File: src/rtl/sync_debounce_multi.sv
// sync_debounce_multi: CH-channel synchronizer chain, debounce filter and registered edge pulses.
// Optional per-channel busy output is compiled in when SYNC_DB_BUSY_EN is defined.
module sync_debounce_multi #(
    parameter int unsigned    CH          = 4,
    parameter int unsigned    SYNC_STAGES = 2,
    parameter int unsigned    DB_CYCLES   = 16,
    parameter logic [CH-1:0]  RESET_VAL   = '0
) (
    input  logic          clk,
    input  logic          rst_n,
    input  logic [CH-1:0] async_in,
    output logic [CH-1:0] sync_out,
    output logic [CH-1:0] rise_pulse,
    output logic [CH-1:0] fall_pulse
`ifdef SYNC_DB_BUSY_EN
    ,
    output logic [CH-1:0] busy
`endif
);

    localparam int unsigned   CW       = $clog2(DB_CYCLES) + 1;
    localparam logic [CW-1:0] CNT_LAST = CW'(DB_CYCLES - 1);

    logic [CH-1:0]         sync_q [SYNC_STAGES];
    logic [CH-1:0]         s_last;
    logic [CH-1:0][CW-1:0] cnt_q, cnt_d;
    logic [CH-1:0]         level_q, level_d;
    logic [CH-1:0]         rise_q, rise_d;
    logic [CH-1:0]         fall_q, fall_d;

    // Synchronizer chain; the first stage is the only flop that may go metastable.
    // NOTE: sequential state uses <= so every stage samples the pre-edge value of its neighbour.
    always_ff @(posedge clk) begin
        if (!rst_n) begin
            for (int k = 0; k < int'(SYNC_STAGES); k++) begin
                sync_q[k] <= RESET_VAL;
            end
        end else begin
            sync_q[0] <= async_in;
            for (int k = 1; k < int'(SYNC_STAGES); k++) begin
                sync_q[k] <= sync_q[k-1];
            end
        end
    end

    assign s_last = sync_q[SYNC_STAGES-1];

    // Any agreement between the synchronized input and the level restarts qualification.
    always_comb begin
        // NOTE: every always_comb output gets a default first so no path can infer a latch.
        level_d = level_q;
        rise_d  = '0;
        fall_d  = '0;
        cnt_d   = '0;
        for (int i = 0; i < int'(CH); i++) begin
            if (s_last[i] != level_q[i]) begin
                if (cnt_q[i] == CNT_LAST) begin
                    level_d[i] = s_last[i];
                    rise_d[i]  = s_last[i];
                    fall_d[i]  = ~s_last[i];
                end else begin
                    cnt_d[i] = cnt_q[i] + 1'b1;
                end
            end
        end
    end

    always_ff @(posedge clk) begin
        if (!rst_n) begin
            level_q <= RESET_VAL;
            cnt_q   <= '0;
            rise_q  <= '0;
            fall_q  <= '0;
        end else begin
            level_q <= level_d;
            cnt_q   <= cnt_d;
            rise_q  <= rise_d;
            fall_q  <= fall_d;
        end
    end

    assign sync_out   = level_q;
    assign rise_pulse = rise_q;
    assign fall_pulse = fall_q;

`ifdef SYNC_DB_BUSY_EN
    logic [CH-1:0] busy_q, busy_d;

    always_comb begin
        busy_d = '0;
        for (int i = 0; i < int'(CH); i++) begin
            busy_d[i] = (cnt_d[i] != '0);
        end
    end

    always_ff @(posedge clk) begin
        if (!rst_n) begin
            busy_q <= '0;
        end else begin
            busy_q <= busy_d;
        end
    end

    assign busy = busy_q;
`endif

endmodule

File: config.mk
export PLATFORM = sky130hd
export DESIGN_NAME = sync_debounce_multi
export DESIGN_NICKNAME = d
export VERILOG_FILES = /design/src/rtl/sync_debounce_multi.sv
export SDC_FILE = /design/constraint.sdc
export NUM_CORES = 1
export LEC_CHECK = 0
export CAP_MARGIN = 40
export CORE_MARGIN = 1.5
export CORE_UTILIZATION = 50
export CTS_CLUSTER_SIZE = 30
export DETAILED_ROUTE_END_ITERATION = 10
export DONT_BUFFER_PORTS = 1
export SYNTH_ARGS = -nofsm -noshare
export SYNTH_HDL_FRONTEND = slang
export SYNTH_SLANG_ARGS = --single-unit
File: constraint.sdc
create_clock -name clk -period 1.7 [get_ports clk]
set_input_delay 0.34 -clock clk [delete_from_list [all_inputs] [get_ports clk]]
set_output_delay 0.34 -clock clk [all_outputs]
set_load 0.01 [all_outputs]
After elaboration in Yosys (flattened, before gate mapping):

Memory sizes are Yosys's and may differ from the RTL's.
Index checks and enable logic that the tools add are counted.

* register bits after elaboration: 32
* bits in writable memories: 8
* input bits: 6
* output and inout bits: 12
* memories kept: 1

Memories
* sync_q: depth 2, bits a word 4, read ports 2, clocked after Yosys merged registers in 0, write ports 2, RTL line 24 `logic [CH-1:0] sync_q [SYNC_STAGES];`

* add/sub/neg operators: 4
* equal/unequal tests: 8
* mux-type cells: 4
* bitwise operators: 11
* reductions and logical operators: 12

Operators by type and width (count)
* $add 5x1->5 const B: 4
* $eq 5x4->1 const B: 4
* $reduce_and 3->1: 4
* $reduce_or 3->1: 4
* $not 1->1: 9
* $mux 4: 2
* $reduce_and 2->1: 4
* $ne 1x1->1: 4
* $mux 1: 2
* $or 1x1->1: 2

Depth between registers and ports, before layout:

Gate-level depths: netlist of run 1.

* depth in word-level cells: 3
* depth in mapped cells: 5
* depth with buffers taken out: 5

Least setup slack after synthesis of run 1:

Ideal clock, no wire load.

* path type: register -> register
* start: register cnt_q[15] in the netlist's numbering
* end: register cnt_q[17] in the netlist's numbering
* library setup time: 64 ps
* data arrival time: 1225 ps
* setup slack: 410 ps
* cell stages (with the launch flop): 6
* path buffers: 0
* period minus slack after synthesis: 1290 ps
* cell sequence: dfxtp_1 > ha_1 > and3_1 > ha_1 > nand3b_2 > nor2_1

* longest elaborated chain between the ends: 2
* elaborated cells between the ends (all ways): 3

Ends and longest elaborated chain
* start, declared: RTL line 26 `logic [CH-1:0][CW-1:0] cnt_q, cnt_d;`
* start signal, assigned: RTL line 76 `cnt_q <= cnt_d;`
* branches (longest 2 deep; another with $add 5x1->5)

Parallel ways; which one is timed is not known.
A chain may end at the register's enable or synchronous reset.

Worst setup path after layout of run 1:

* start: register cnt_q[0] in the netlist's numbering
* end: register cnt_q[2] in the netlist's numbering

Same word-level chain as after synthesis.

==> run metrics, run 1 <==
num ports 18; CTS root buffer clkbuf_4; Slowest cell on crit path dfxtp_1; share of layout cells above drive strength 1 0.0882; ys async rst share 0; Multi-input gate area 561 um^2; Sw Share 0.184; largest net degree at the start of global routing 21; CTS clk-pin slew, worst paths 0.11 ns; Final min period 1.41 ns; WL/cell 11.2 um; Filler cells between 200 and 300; Placement Rows 19; Top cell by count, worst path ha_1; Worst Path Class, Setup reg -> reg; GPL Wtd Cong 0.721; # DRC 0; Die W 56.0 um; Rel. slew slack 0.828; fin crit share 0.830; Int Pwr 0.00135 W; max capacitance violation total 0; chip height between 50 and 60 um; core area 0.00271 mm^2; CTS resizes 0; Synth Flop Type dfxtp_1; initial antenna violation count 0; clock tree buffer depth 2; Vias 843; largest cells by area after synthesis dfxtp_1 57%, ha_1 7.1%, nor2_1 5.4%; Post-Syn Area 0.00140 mm^2; Final Max Slew Viols 0; GRT overflow 0; Max VDD drop roughly 0.77 mV; CTS Hold Bufs 0; vias in the first global route 880; Cell variety after synth 16; CP Capture Type flip-flop; Critical Path RT 1.98 ns; die area 0.00313 mm^2; Worst Path Arrival 1.69 ns; first-pass GRT wire length 3.55 mm; Flop pwr share 0.577; DRT Pass-1 Iters 2; final WL about 1.9 mm; CP Buf/Inv Count 0; Initial Util 0.518; status finished clean; All-Layer GR Usage 0.147; Psw 0.000305 W; Worst Hold Class in -> reg; Yosys top cell by area dfxtp_1; Avg Cell Area, Syn 10.8 um^2; Synth warnings 0; Post-Syn Nets roughly 140; Leak 0.596 nW; Post-synth EDFFs 0; Synth Instances 130; CP cell instances ha_1 > and3_1 > ha_1 > nand3b_2 > nor2_1; RSZ-0062 raised after global routing no; P&R area growth vs syn 8.74%; sequential cell area 801 um^2; crit-path max FO 5; clock skew 0.00841 ns; Iter 0 DRT Violations 14; cts bufs inserted 5; worst slew pin tran 0.257 ns; combinational power share 0.012; register area share after synthesis 0.571; startpoint types flip-flop; Max Clk Rate 708 MHz; Sum Neg Setup Slack 0 ns; clock share of power 0.411; P per Cell Area 1090 mW/mm^2; vias per std cell 5.05; final-report setup violation count 0; #FFs+latches synth 40; IO Port Bufs 0; Clock Latency Late Sink 0.33 ns; Largest stage delay, worst path 0.34 ns; dpl hpwl 1.31 mm; CTS tree done; delay-heaviest family, CP simple AND/OR/NAND/NOR gates; ANT nets after route 0; final core occ 0.563; CTS sink cnt 40; Nets 149; Post-CTS Setup Bufs 0; final hold vios 0; ant diodes 0; top cell type's share of synthesized area 0.571; H-tree levels 2
==> sequential cells by signal, summed over array words and instances, names as in the netlist <==
name	count
fall_pulse	4
sync_out	4
cnt_q	20
sync_q	8
rise_pulse	4
==> cells in the final DEF (no fill, tap or decap) <==
cell type  netlist  final
and3_1           4      4
and2_1           8      8
clkbuf_8         0      2
mux2i_1          4      4
nor3b_1          8      8
bufinv_16        0      1
nor2b_1          4      4
ha_1             8      8
xnor2_1          4      4
clkbuf_4         0      5
nor2_1          20     20
nand3_1          4      4
inv_1            8      8
nand3b_2         4      4
xor2_1           8      8
nand2_1          4      4
dfxtp_1         40     40
==> through the flow <==
stage	total power, W	hold slack, ns	worst slack (ns)	area (um^2)	std cells
global placement	0.000996	0.415	0.329	1430	159
detailed placement	0.000997	0.422	0.286	1430	159
CTS	0.00168	0.106	0.276	1530	167
finish	0.00166	0.120	0.288	1530	167
floorplan	0.000999	0.412	0.410	1400	130
global route	0.00172	0.0986	0.172	1530	167
==> power groups by stage <==
stage               registers, W  logic (W)  clock network (W)
finish                  0.000956  0.0000198           0.000680
global route            0.000958  0.0000233           0.000738
CTS                     0.000956  0.0000203           0.000702
detailed placement      0.000977  0.0000202                  0
global placement        0.000977  0.0000191                  0
floorplan               0.000975  0.0000237                  0
==> logic make-up after synthesis <==
family | Yosys count | share of synthesized area
mux | 4 | 0.0285
flops | 40 | 0.571
xor+xnor | 12 | 0.0749
buf+inv | 10 | 0.0294
simple gates | 56 | 0.225
fa+ha+maj | 8 | 0.0714
==> cells in the mapped netlist, types with 4 or more instances <==
library cell  instances
xor2_1                8
nor2_1               20
xnor2_1               4
and2_1                8
dfxtp_1              40
mux2i_1               4
nor3b_1               8
and3_1                4
nand3_1               4
nand3b_2              4
nand2_1               4
inv_1                 8
nor2b_1               4
ha_1                  8
==> path summary, 6_finish.rpt <==
| kind | cells after the start | slack, ns | to | start |
|---|---|---|---|---|
| worst max-delay path | 5 | 0.29 | cnt_q[2]$_SDFF_PP0_ | cnt_q[0]$_SDFF_PP0_ |
| worst min-delay path | 1 | 0.12 | sync_q[0][2]$_SDFF_PN0_ | rst_n |
| worst min register to register | 1 | 0.44 | sync_q[0][5]$_SDFF_PN0_ | sync_q[0][1]$_SDFF_PN0_ |
| worst max register to register | 5 | 0.29 | cnt_q[2]$_SDFF_PP0_ | cnt_q[0]$_SDFF_PP0_ |
==> metal layers <==
| metal | share of wire | up-vias | GRT usage |
|---|---|---|---|
| met5 | 0 | - | 0 |
| met4 | 0.019 | 0 | 0.0714 |
| met3 | 0.062 | 5 | 0.0558 |
| met2 | 0.49 | 18 | 0.244 |
| met1 | 0.43 | 398 | 0.165 |
| li1 | - | 422 | - |
==> final cells by class <==
cell class / instances / share of cell area
clock buffer: 7 / 0.0427
inverter: 8 / 0.0197
tap: 31 / 0.0254
multi-input combinational: 80 / 0.368
clock inverter: 1 / 0.0197
sequential: 40 / 0.525
==> worst register-to-register path: stages (launching register included) <==
cell and delay [ns]:
dfxtp_1 0.34, ha_1 0.22, and3_1 0.19, ha_1 0.22, nand3b_2 0.27, nor2_1 0.12
Power figures use the tool's default switching activity.
==> run 2, diff against run 1 <==
clock period = 1.3 ns   (was 1.7 ns; I/O delays follow)
==> run metrics, run 2 (same netlist as run 1, synthesis figures left out) <==
status finished clean; Final min period 1.24 ns (-0.168 ns); Hold Crit Depth 1 (unchanged); crit-path max FO 3 (-2); Psw 0.000387 W (+27%); Worst Hold Class in -> reg; reg2reg path depth 5 (unchanged); P&R area growth vs syn 21.9%; vias in the first global route 854 (-3.0%); Worst Path Arrival 1.48 ns (-0.21 ns); Rel. slew slack 0.824 (-0.00388); RSZ-0062 raised after global routing no; max reg flops 20 (unchanged); Vias 869 (+3.1%); chip height 56.0 um (unchanged); initial antenna violation count 0 (unchanged); Filler cells 230 (-9.4%); final hold vios 0 (unchanged); final-report setup violation count 0 (unchanged); top flop regs cnt_q (20), sync_q (8); CTS sink cnt 40 (unchanged); IO Port Bufs 0 (unchanged); Iter 0 DRT Violations 15 (+1); commonest non-fill, non-tap cells in the layout 33 x dfxtp_1, 16 x nor2_1, 10 x buf_4; CTS Hold Bufs 0 (unchanged); Critical Path RT 1.53 ns (-0.45 ns); Die W 56.0 um (unchanged); All-Layer GR Usage 0.143 (-0.00378); CP Capture Type flip-flop; clock share of power 0.329 (-0.082); GPL Wtd Cong 0.731 (+1.3%); largest net degree at the start of global routing 21 (unchanged); Clock Latency Late Sink 0.33 ns (about the same); Setup crit start cnt_q[5]$_SDFF_PP0_; DRT Pass-1 Iters 2 (unchanged); core area 0.00271 mm^2 (unchanged); Biggest register cnt_q; first-pass GRT wire length 3.46 mm (-2.7%); CTS root buffer clkbuf_4; Int Pwr 0.00153 W (+13%); # DRC 0 (unchanged); dpl hpwl 1.35 mm (+3.4%); final instance area 0.00171 mm^2 (+12%); pre-CTS WS -0.0884 ns (-0.374 ns); Final Max Slew Viols 0 (unchanged); cts bufs inserted 5 (unchanged); die area 0.00313 mm^2 (unchanged); dpl cell area 0.00151 mm^2 (+5.2%); P per Cell Area 1120 mW/mm^2 (+3.2%); startpoint types flip-flop; H-tree levels 2 (unchanged); ant diodes 0 (unchanged); Multi-input gate area 698 um^2 (+25%); worst slew pin tran 0.263 ns (+0.00528 ns); ANT nets after route 0 (unchanged); Placement Rows 19 (unchanged); fin crit share 0.956 (+0.126); combinational power share 0.019 (+0.007); Worst Path Class, Setup reg -> reg; GRT overflow 0 (unchanged); vias per std cell 4.91 (-2.7%); Nets 159 (+6.7%); CTS tree done; Initial Util 0.518 (unchanged); RR Startpoint cnt_q[5]$_SDFF_PP0_; share of layout cells above drive strength 1 0.308 (+0.220); commonest non-fill, non-tap cell in the layout dfxtp_1; Hold Crit Start async_in[3]; Leak 0.689 nW (+16%); Max VDD drop 1.13 mV (+47%); clock tree buffer depth 2 (unchanged); CTS clk-pin slew, worst paths 0.11 ns (about the same); Sw Share 0.202 (+0.0176); clock skew 0.00483 ns (-0.00358 ns); max capacitance violation total 0 (unchanged); sequential cell area 810 um^2 (+1.1%); Max Clk Rate 804 MHz (+14%); num ports 18 (unchanged); Flop pwr share 0.652 (+0.075); WL/cell 11.5 um (+2.9%); final WL 2.04 mm (+9.0%); worst setup margin 0.0566 ns (-0.232 ns); WHS 0.0453 ns (-0.0747 ns)
-- run 2: cell count changes in the layout (fill, tap and decap cells not counted), sizes merged --
cell | previous run | this run
clkbuf | 7 | 8
buf | 0 | 10
bufinv | 1 | 0
-- run 2: through the flow --
| stage | util | setup TNS (ns) | power, W | std cells |
|---|---|---|---|---|
| after global routing | 0.631 | 0 | 0.00199 | 177 |
| after CTS | 0.594 | -0.00379 | 0.00194 | 177 |
| after global placement | 0.555 | -0.311 | 0.00131 | 169 |
| final | 0.631 | 0 | 0.00192 | 177 |
| after detailed placement | 0.555 | -0.804 | 0.00131 | 169 |
| after floorplan | - | 0 | 0.00131 | 130 |
-- run 2: path summary, 6_finish.rpt --
kind / slack, ns / end
max reg2reg: 0.06 / sync_out[1]$_SDFFE_PN0P_
min: 0.05 / sync_q[0][3]$_SDFF_PN0_
min reg2reg: 0.44 / sync_q[0][5]$_SDFF_PN0_
max: 0.06 / sync_out[1]$_SDFFE_PN0P_
-- run 2: cell type report --
class                   instances  share of cell area
flip-flops and latches         40               0.473
well taps                      31              0.0227
clock buffers                   8              0.0344
repair buffers                 10              0.0439
inverters                       8              0.0176
multi-input cells              80               0.408
-- run 2: timing repair --
item | CTS | global route
setup endpoints to repair | 16 | 26
buffers inserted | 0 | 0
resized for setup | 8 | 25
pin swaps | 0 | 5
-- run 2: layer usage --
layer | up-vias | wire length (um) | share of wire | GRT usage
li1 | 447 | - | - | -
met1 | 399 | 904 | 0.44 | 0.155
met2 | 21 | 990 | 0.48 | 0.240
met3 | 2 | 133 | 0.065 | 0.0721
met4 | 0 | 16 | 0.0078 | 0.0510
met5 | - | 0 | 0 | 0
-- run 2: worst max-delay path, cell delays in order (launching register included) --
cell and delay (ns):
dfxtp_2 0.35, ha_2 0.18, and3_4 0.18, ha_2 0.19
mux2i_1 0.18, nor2b_1 0.07
-- run 2: power groups by stage --
stage	logic (W)	clock network [W]	registers, W
floorplan	0.0000310	0	0.00128
finish	0.0000363	0.000630	0.00125
global route	0.0000408	0.000701	0.00125
detailed placement	0.0000314	0	0.00128
global placement	0.0000305	0	0.00128
CTS	0.0000357	0.000658	0.00125
==> run 3, diff against run 2 <==
CELL_PAD_IN_SITES_DETAIL_PLACEMENT = 1   (was default)
CELL_PAD_IN_SITES_GLOBAL_PLACEMENT = 2   (was default)
CORE_UTILIZATION = 39   (was 50)
PLACE_DENSITY_LB_ADDON = 0.1   (was default)
==> run metrics, run 3 (same netlist as run 1, synthesis figures left out) <==
dpl hpwl 1.61 mm (+19%); clock tree buffer depth 2 (unchanged); WHS Endpoint sync_q[0][2]$_SDFF_PN0_; status finished clean; commonest non-fill, non-tap cells in the layout 34 x dfxtp_1, 16 x nor2_1, 12 x buf_4; WHS 0.0533 ns (+0.00796 ns); top flop regs cnt_q (20), sync_q (8); P&R area growth vs syn 25.4%; Placement Rows 21 (+2); DRT Pass-1 Iters 2 (unchanged); max reg flops 20 (unchanged); Worst Path Arrival 1.50 ns (+0.02 ns); fin crit share 0.977 (+0.0208); sequential cell area 808 um^2 (-0.15%); Non-Filler Instances 191 (+7.9%); Worst Path Class, Setup reg -> reg; Final Power 0.00182 W (-5.2%); share of layout cells above drive strength 1 0.331 (+0.0228); delay-heaviest family, CP flip-flops; H-tree levels 2 (unchanged); placed cells 185 (+9.5%); Int Pwr 0.00144 W (-5.6%); pre-CTS WS -0.108 ns (-0.0195 ns); P per Cell Area 1030 mW/mm^2 (-7.9%); vias per std cell 4.75 (-3.3%); Slowest cell on crit path dfxtp_2; reg2reg path depth 6 (+1); RSZ-0062 raised after global routing yes; startpoint types flip-flop; CTS clk-pin slew, worst paths 0.10 ns (about the same); All-Layer GR Usage 0.131 (-0.0126); CP cell instances ha_4 > and3_4 > ha_4 > buf_4 > mux2i_1 > nor2b_1; chip height 63.0 um (+13%); Worst Hold Class in -> reg; vias in the first global route 927 (+8.5%); Rel. slew slack 0.823 (-0.00148); Hold Crit Start rst_n; ANT nets after route 0 (unchanged); worst slew pin tran 0.266 ns (+0.00274 ns); Sum Neg Setup Slack 0 ns (unchanged); clock share of power 0.290 (-0.039); Clock Latency Late Sink 0.32 ns (about the same); Sw Share 0.205 (+0.00282); Max VDD drop 0.605 mV (-46%); CTS root buffer clkbuf_4; IO Port Bufs 0 (unchanged); ant diodes 0 (unchanged); first-pass GRT wire length 3.97 mm (+15%); clock skew 0.00172 ns (-0.00311 ns); crit-path max FO 2 (-1); largest net degree at the start of global routing 21 (unchanged); Die W 63.0 um (+13%); Final min period 1.27 ns (+0.0271 ns); CTS tree done; cts bufs inserted 5 (unchanged); Leak 0.687 nW (-0.24%); final WL 2.38 mm (+16%); Final Max Slew Viols 0 (unchanged); R2R Path End sync_out[0]$_SDFFE_PN0P_; final-report setup violation count 0 (unchanged); initial antenna violation count 0 (unchanged); Largest stage delay, worst path 0.35 ns (about the same); Psw 0.000372 W (-3.9%); max capacitance violation total 0 (unchanged); CTS sink cnt 40 (unchanged); CTS Hold Bufs 0 (unchanged); Iter 0 DRT Violations 7 (-8); core area 0.00339 mm^2 (+25%); Nets 161 (+1.3%); CP Capture Type flip-flop; worst setup margin 0.0295 ns (-0.0271 ns); Flop pwr share 0.689 (+0.037); GPL Wtd Cong 0.672 (-8.1%); die area 0.00397 mm^2 (+27%); Vias 907 (+4.4%); combinational power share 0.021 (+0.002); Max Clk Rate 787 MHz (-2.1%); Initial Util 0.414 (-0.104); R2R Setup Slk 0.03 ns (-0.03 ns); Hold Crit Depth 1 (unchanged); num ports 18 (unchanged); CP Buf/Inv Count 1 (+1); final hold vios 0 (unchanged); commonest non-fill, non-tap cell in the layout dfxtp_1; Top cell by count, worst path ha_4; # DRC 0 (unchanged); RR Startpoint cnt_q[0]$_SDFF_PP0_; Biggest register cnt_q; WL/cell 12.4 um (+7.7%); Critical Path RT 1.53 ns (about the same); GRT overflow 0 (unchanged); Multi-input gate area 736 um^2 (+5.4%); Filler cells 372 (+62%)
-- run 3: final cells by class --
type                       instances  share of cell area
clock buffer                       5              0.0213
tap                               46              0.0327
timing repair buffer              12              0.0512
inverter                           8              0.0171
sequential                        40               0.459
multi-input combinational         80               0.418
-- run 3: worst max-delay path by stage --
stage                         startpoint                  endpoint  slack, ns  cells after the start
floorplan           cnt_q[15]$_SDFF_PP0_      cnt_q[17]$_SDFF_PP0_       0.01                      5
global placement    cnt_q[15]$_SDFF_PP0_      cnt_q[18]$_SDFF_PP0_      -0.04                      5
detailed placement   cnt_q[5]$_SDFF_PP0_       cnt_q[7]$_SDFF_PP0_      -0.11                      5
CTS                 cnt_q[11]$_SDFF_PP0_  sync_out[2]$_SDFFE_PN0P_    0.00002                      6
global route         cnt_q[0]$_SDFF_PP0_  sync_out[0]$_SDFFE_PN0P_      -0.04                      6
finish               cnt_q[0]$_SDFF_PP0_  sync_out[0]$_SDFFE_PN0P_       0.03                      6
-- run 3: per-layer routing --
metal  global-route usage  up-vias  wire [um]
li1                     -      446          -
met1                0.130      442        914
met2                0.239       15       1310
met3               0.0486        4        106
met4               0.0583        0         40
met5                    0        -          0
-- run 3: through the flow --
step / util / cell area (um^2)
final: 0.519 / 1760
after global routing: 0.519 / 1760
after CTS: 0.483 / 1640
after detailed placement: 0.452 / 1530
after global placement: 0.452 / 1530
after floorplan: - / 1400
-- run 3: timing repair --
item / 4_1_cts / 5_1_grt
pin swaps: 0 / 5
setup buffers: 0 / 2
endpoints found under the setup margin: 22 / 25
resized for setup: 16 / 22
-- run 3: power by group through the flow --
stage	Clock, W	Sequential [W]	Combinational (W)
after CTS	0.000558	0.00125	0.0000366
after global placement	0	0.00128	0.0000308
after floorplan	0	0.00128	0.0000310
after detailed placement	0	0.00128	0.0000324
final	0.000526	0.00125	0.0000390
after global routing	0.000615	0.00125	0.0000447
